### config.mk
export PLATFORM = sky130hd
export DESIGN_NAME = mem_stage_ctrl
export DESIGN_NICKNAME = d
export VERILOG_FILES = /design/src/rtl/mem_stage_ctrl_pkg.sv /design/src/rtl/mem_lane_sel.sv /design/src/rtl/mem_stage_ctrl.sv
export SDC_FILE = /design/constraint.sdc
export NUM_CORES = 1
export LEC_CHECK = 0
export BUFFER_PORTS_ARGS = -buffer_cell sky130_fd_sc_hd__buf_4
export CORE_AREA = 2 2 95 97
export CTS_CLUSTER_SIZE = 10
export DETAILED_ROUTE_END_ITERATION = 6
export DIE_AREA = 0 0 97 99
export HOLD_SLACK_MARGIN = 0.02
export PLACE_DENSITY = 0.7
export SYNTH_ARGS = -nofsm -noshare
export SYNTH_HDL_FRONTEND = slang
export SYNTH_SLANG_ARGS = --single-unit
### constraint.sdc
create_clock -name clk -period 2.6 [get_ports clk]
set_input_delay 0.26 -clock clk [delete_from_list [all_inputs] [get_ports clk]]
set_output_delay 0.26 -clock clk [all_outputs]
set_load 0.005 [all_outputs]
### src/rtl/mem_stage_ctrl_pkg.sv
// Shared types and constants for the MEM-stage byte-serial memory sequencer.
// Encodings match the control unit: WORD/BYTE for mem_size, STORE/LOAD for mem_rw.
// The request struct is the copy of EX_MEM held stable while a transfer runs.
package mem_stage_ctrl_pkg;

  typedef enum logic [1:0] {
    IDLE = 2'd0,
    BUSY = 2'd1,
    DONE = 2'd2
  } state_t;

  localparam logic WORD  = 1'b1;
  localparam logic BYTE  = 1'b0;
  localparam logic STORE = 1'b1;
  localparam logic LOAD  = 1'b0;

  localparam int unsigned DEF_WORD_BYTES = 4;

  // Beat counter width; a single-byte "word" still needs one bit of counter.
  function automatic int unsigned beat_width(input int unsigned n);
    return (n > 1) ? $clog2(n) : 1;
  endfunction

  localparam int unsigned BEAT_W = beat_width(DEF_WORD_BYTES);

  typedef struct packed {
    logic        rw;
    logic        size;
    logic        load_instr;
    logic [31:0] wdata;
  } req_t;

endpackage

### src/rtl/mem_lane_sel.sv
// Byte-lane steering: picks the store byte for a beat and merges a loaded byte into the word.
// Latency: purely combinational.
// Backpressure: none; the caller decides when outputs are used.
module mem_lane_sel
  import mem_stage_ctrl_pkg::*;
#(
  parameter int unsigned WORD_BYTES = DEF_WORD_BYTES,
  parameter int unsigned BW         = BEAT_W,
  parameter bit          BIG_ENDIAN = 1'b1
) (
  input  logic          size,
  input  logic [BW-1:0] beat,
  input  logic [31:0]   wdata,
  input  logic [7:0]    rdata,
  input  logic [31:0]   acc,
  output logic [7:0]    wr_byte,
  output logic [31:0]   acc_next,
  output logic [31:0]   ld_result
);

  logic [4:0] shamt;

  // Byte accesses always live in the low lane; word beats map to lanes by endianness.
  always_comb begin
    shamt = '0;
    if (size == WORD) begin
      if (BIG_ENDIAN)
        shamt = 5'(8 * (int'(WORD_BYTES) - 1 - int'(beat)));
      else
        shamt = 5'(8 * int'(beat));
    end
    wr_byte   = 8'(wdata >> shamt);
    acc_next  = (acc & ~(32'h0000_00FF << shamt)) | ({24'b0, rdata} << shamt);
    ld_result = (size == WORD) ? acc : {24'b0, acc[7:0]};
  end

endmodule

### src/rtl/mem_stage_ctrl.sv
// MEM-stage sequencer: turns one byte/word load or store into byte-serial RAM beats.
// Latency: word 5 stalled cycles + result cycle; byte 2 + result; non-memory ops 0.
// Backpressure: stall freezes upstream pipeline registers until the DONE cycle.
module mem_stage_ctrl
  import mem_stage_ctrl_pkg::*;
#(
  parameter int unsigned ADDR_W     = 8,
  parameter int unsigned WORD_BYTES = DEF_WORD_BYTES,
  parameter bit          BIG_ENDIAN = 1'b1
) (
  input  logic              clk,
  input  logic              R,
  input  logic              mem_enable,
  input  logic              mem_rw,
  input  logic              mem_size,
  input  logic              mem_load_instr,
  input  logic [ADDR_W-1:0] mem_addr,
  input  logic [31:0]       mem_wdata,
  input  logic [31:0]       alu_result,
  output logic [ADDR_W-1:0] ram_addr,
  output logic              ram_we,
  output logic [7:0]        ram_wdata,
  input  logic [7:0]        ram_rdata,
  output logic              stall,
  output logic [31:0]       wb_data,
  output logic              wb_valid
);

  localparam int unsigned BW = beat_width(WORD_BYTES);
  localparam logic [ADDR_W-1:0] ALIGN_MASK = ~ADDR_W'(WORD_BYTES - 1);
  localparam logic [BW-1:0]     LAST_WORD  = BW'(WORD_BYTES - 1);

  state_t            state_q, state_d;
  logic [BW-1:0]     beat_q, beat_d;
  logic [ADDR_W-1:0] base_q, base_d;
  req_t              req_q, req_d;
  logic [31:0]       acc_q, acc_d;
  logic              ram_we_raw;
  logic [BW-1:0]     last_beat;

  logic [7:0]        wr_byte;
  logic [31:0]       acc_next;
  logic [31:0]       ld_result;

  mem_lane_sel #(
    .WORD_BYTES (WORD_BYTES),
    .BW         (BW),
    .BIG_ENDIAN (BIG_ENDIAN)
  ) u_lane_sel (
    .size      (req_q.size),
    .beat      (beat_q),
    .wdata     (req_q.wdata),
    .rdata     (ram_rdata),
    .acc       (acc_q),
    .wr_byte   (wr_byte),
    .acc_next  (acc_next),
    .ld_result (ld_result)
  );

  assign last_beat = (req_q.size == WORD) ? LAST_WORD : '0;

  // A reset arriving mid-store must not let the current byte land in RAM.
  assign ram_we = ram_we_raw & ~R;

  // State register plus the latched request, base address, beat and load accumulator.
  always_ff @(posedge clk) begin
    if (R) begin
      state_q <= IDLE;
      beat_q  <= '0;
      base_q  <= '0;
      req_q   <= '0;
      acc_q   <= '0;
    end else begin
      state_q <= state_d;
      beat_q  <= beat_d;
      base_q  <= base_d;
      req_q   <= req_d;
      acc_q   <= acc_d;
    end
  end

  // Next-state and output decode; request is only sampled in IDLE.
  always_comb begin
    state_d    = state_q;
    beat_d     = beat_q;
    base_d     = base_q;
    req_d      = req_q;
    acc_d      = acc_q;
    stall      = 1'b0;
    wb_valid   = 1'b1;
    wb_data    = alu_result;
    ram_addr   = '0;
    ram_wdata  = '0;
    ram_we_raw = 1'b0;
    case (state_q)
      IDLE: begin
        if (mem_enable) begin
          stall    = 1'b1;
          wb_valid = 1'b0;
          req_d    = '{rw: mem_rw, size: mem_size, load_instr: mem_load_instr, wdata: mem_wdata};
          // Word accesses silently drop misaligned low address bits.
          base_d   = (mem_size == WORD) ? (mem_addr & ALIGN_MASK) : mem_addr;
          beat_d   = '0;
          acc_d    = '0;
          state_d  = BUSY;
        end
      end
      BUSY: begin
        stall    = 1'b1;
        wb_valid = 1'b0;
        ram_addr = base_q + ADDR_W'(beat_q);
        if (req_q.rw == STORE) begin
          ram_we_raw = 1'b1;
          ram_wdata  = wr_byte;
        end else if (req_q.rw == LOAD) begin
          acc_d = acc_next;
        end
        if (beat_q == last_beat)
          state_d = DONE;
        else
          beat_d = beat_q + 1'b1;
      end
      DONE: begin
        if (req_q.load_instr)
          wb_data = ld_result;
        // EX_MEM advances at the end of this cycle, so never re-sample here.
        state_d = IDLE;
      end
      default: state_d = IDLE;
    endcase
  end

endmodule

==> impl_results.md <==
- Clock Path Buffers: 2
- Worst r2r path cells: 5
- TritonCTS clock tree: built
- Share of cells above drive strength 1: 0.336
- Period utilization: 0.946
- Simple-Gate Fraction of Synth Area: 0.216
- Max_slew headroom: 0.480
- CTS Buf Count: 9
- Peak VDD IR: ~0.28 mV
- Status: finished, final reports clean
- Setup WS post-layout: about 140 ps
- Post-CTS Hold Fix Bufs: 0
- DRC viols: 0
- Antenna Nets Post-Route: 0
- CP required: 2340 ps
- Drt first pass iters: 4
- Synth async-reset ratio: 0
- Via density: about 5.2
- Placed cell area: 4780 µm²
- Synth warn: 0
- Final setup vio count: 0
- Detailed Route WL: approximately 9600 µm
- XOR/XNOR Fraction of Synth Area: 0.0139
- Routed WL per cell: between 10 and 15 µm
- Worst Hold Depth: 3
- Synth Instances: 435
- Die Wd: ~97 µm
- Power Density: 565 nW/µm²
- # resized after CTS: 0
- Worst-path clk slew: ~80 ps
- Diode count: 0
- Placed Instances: 652
- Worst Skew: around 6.6 ps
- Dpl hpwl: between 7000 and 8000 µm
- Via count: about 3400
- Root buffer cell: clkbuf_8
- Crit-path max FO: 13
- Worst Setup Path Type: flip-flop to output port
- # H-tree levels: 3
- Post-synthesis sequential area ratio: 0.419
- GPL Wtd Cong: 0.870
- Min Tclk post-route: between 2000 and 2500 ps
- Largest net degree at the start of global routing: between 40 and 50
- Worst skew pair latency: approximately 340 ps
- Initial detailed-routing violation count: 109
- Antenna violations before repair: 0
- Fmax: approximately 410 MHz
- Synthesized area per cell: 8.68 µm²
- Vias in the first global route: about 3500
- Flops & latches, synth: between 70 and 80
- Unrepaired setup endpoints after global routing: false
- Final Util: 0.585
- Syn_nets: about 530
- Max-cap violations: 0
- Clock tree sinks: a little under 80
- Library cells used by synthesis: 46
- Total Neg Setup Slack: 0 ps
- Main combinational cell family by area after synthesis: simple AND/OR/NAND/NOR gates
- First-pass GRT wire length: approximately 16000 µm
- PortBufs: approximately 140
- Synth Area in Compound Gates: 0.200
- Critical Path AT: 2200 ps
- Post-synth EDFFs: 0
- Die height: 99 µm
- All-Layer GR Usage: 0.200
- Slew Viols, Final: 0
- P&R area growth vs syn: 32.4%
- CORE AREA: around 8600 µm²
- # nets final: 646
- Rows: 34
- Initial Util: 0.442
- Hold Path Class: input pin to flip-flop
- Leak pwr: roughly 2.2 nW
- Main flop type after synthesis: dfxtp_1
- Post-route insts no fill: about 670
- Final Cell Area: ~5000 µm²
- Worst Tran Pin Value: a little under 800 ps
- Crit end category: output port
- Area share of fa/ha/maj cells after synthesis: 0.0186
- Setup repair bufs after CTS: 0
- Hold Vio Cnt, Final: 0
- # IOs: approximately 140
- Die Area: 9600 µm²
- Mux share of post-synthesis cell area: 0.0742
- Grt total ovfl: 0
- Placement-stage worst setup slack: ~480 ps
- Startpoint types: flip-flop
- Synthesized cell area: around 3800 µm²
cell type report:
cell class | instances | area (µm²)
clock buffer | 10 | 138
timing repair buffer | 143 | 1070
inverter | 4 | 15.0
tap | 108 | 135
fill | 793 | 3550
clock inverter | 6 | 83.8
sequential | 79 | 1580
multi-input combinational | 318 | 1970
report_power, final:
| group | internal (mW) | switching, mW | total, mW |
|---|---|---|---|
| Clock | 0.564 | 0.433 | 0.997 |
| Sequential | 1.27 | 0.0514 | 1.32 |
| Combinational | 0.256 | 0.248 | 0.503 |
| Total | 2.09 | 0.732 | 2.82 |
worst max-delay path, cell delays in order, from the launching register on:
cell     delay [ps]
dfxtp_1         350
inv_1            90
ha_1            670
mux4_2          410
and3_1          210
buf_4           130
path summary, 6_finish.rpt:
| check | from | to | slack (ps) |
|---|---|---|---|
| worst max-delay path | beat_q[1] | ram_wdata[5] | 140 |
| worst min-delay path | mem_wdata[6] | req_q[6] | 160 |
| worst max register to register | beat_q[1] | acc_q[6] | 650 |
| worst min register to register | req_q[20] | req_q[20] | 450 |
layout by cell type, fill, tap and decap left out, drive strengths merged, types with 10 or more instances in the layout:
| master | n |
|---|---|
| buf | 143 |
| a21oi | 46 |
| and3 | 12 |
| clkbuf | 10 |
| nand2 | 136 |
| o21ai | 25 |
| a22o | 32 |
| nor2 | 11 |
| dfxtp | 79 |
synthesized netlist by cell type (all sizes together) (2+ instances only):
cell      n  area, µm²
nand2   136        513
o21ai    25        125
a21oi    46        234
dfxtp    79       1580
a22o     32        280
o22ai     2       40.0
ha        4       50.1
and3     12       75.1
nor2     11       51.3
nand3     3       15.0
inv       4       15.0
nor3      2       21.3
xor2      5       43.8
a311oi    2       52.6
and2      3       21.3
nand2b    3       21.3
nand3b    3       35.0
mux2      8       90.1
clkbuf    9       35.0
mux4      8        180
nor2b     3       33.8
buf      25        170
metal layers:
metal | GRT usage | routed length, µm
met4 | 0.0704 | 138
met2 | 0.349 | 4660
met5 | 0 | 0
met3 | 0.0596 | 792
met1 | 0.236 | 4020
stage by stage:
| step | power [mW] | hold slack (ps) |
|---|---|---|
| CTS | 2.85 | 145 |
| detailed placement | 1.86 | 446 |
| global placement | 1.85 | 440 |
| floorplan | 1.64 | 386 |
| finish | 2.82 | 156 |
| global route | 2.96 | 149 |
cell families (layout without fill, tap and decap cells):
kind of cell | after synthesis | count (layout)
AND/OR/NAND/NOR | 180 | 180
AO/OA/AOI/OAI | 110 | 110
flip-flops | 79 | 79
buffers and inverters | 38 | 163
multiplexers | 17 | 17
XOR/XNOR | 6 | 6
adder cells (fa/ha/maj) | 5 | 5
flip-flops by register name (all words and copies together) (netlist names):
name     count
req_q       35
state_q      2
base_q       8
acc_q       32
beat_q       2
(Power assumes the default switching activity.)
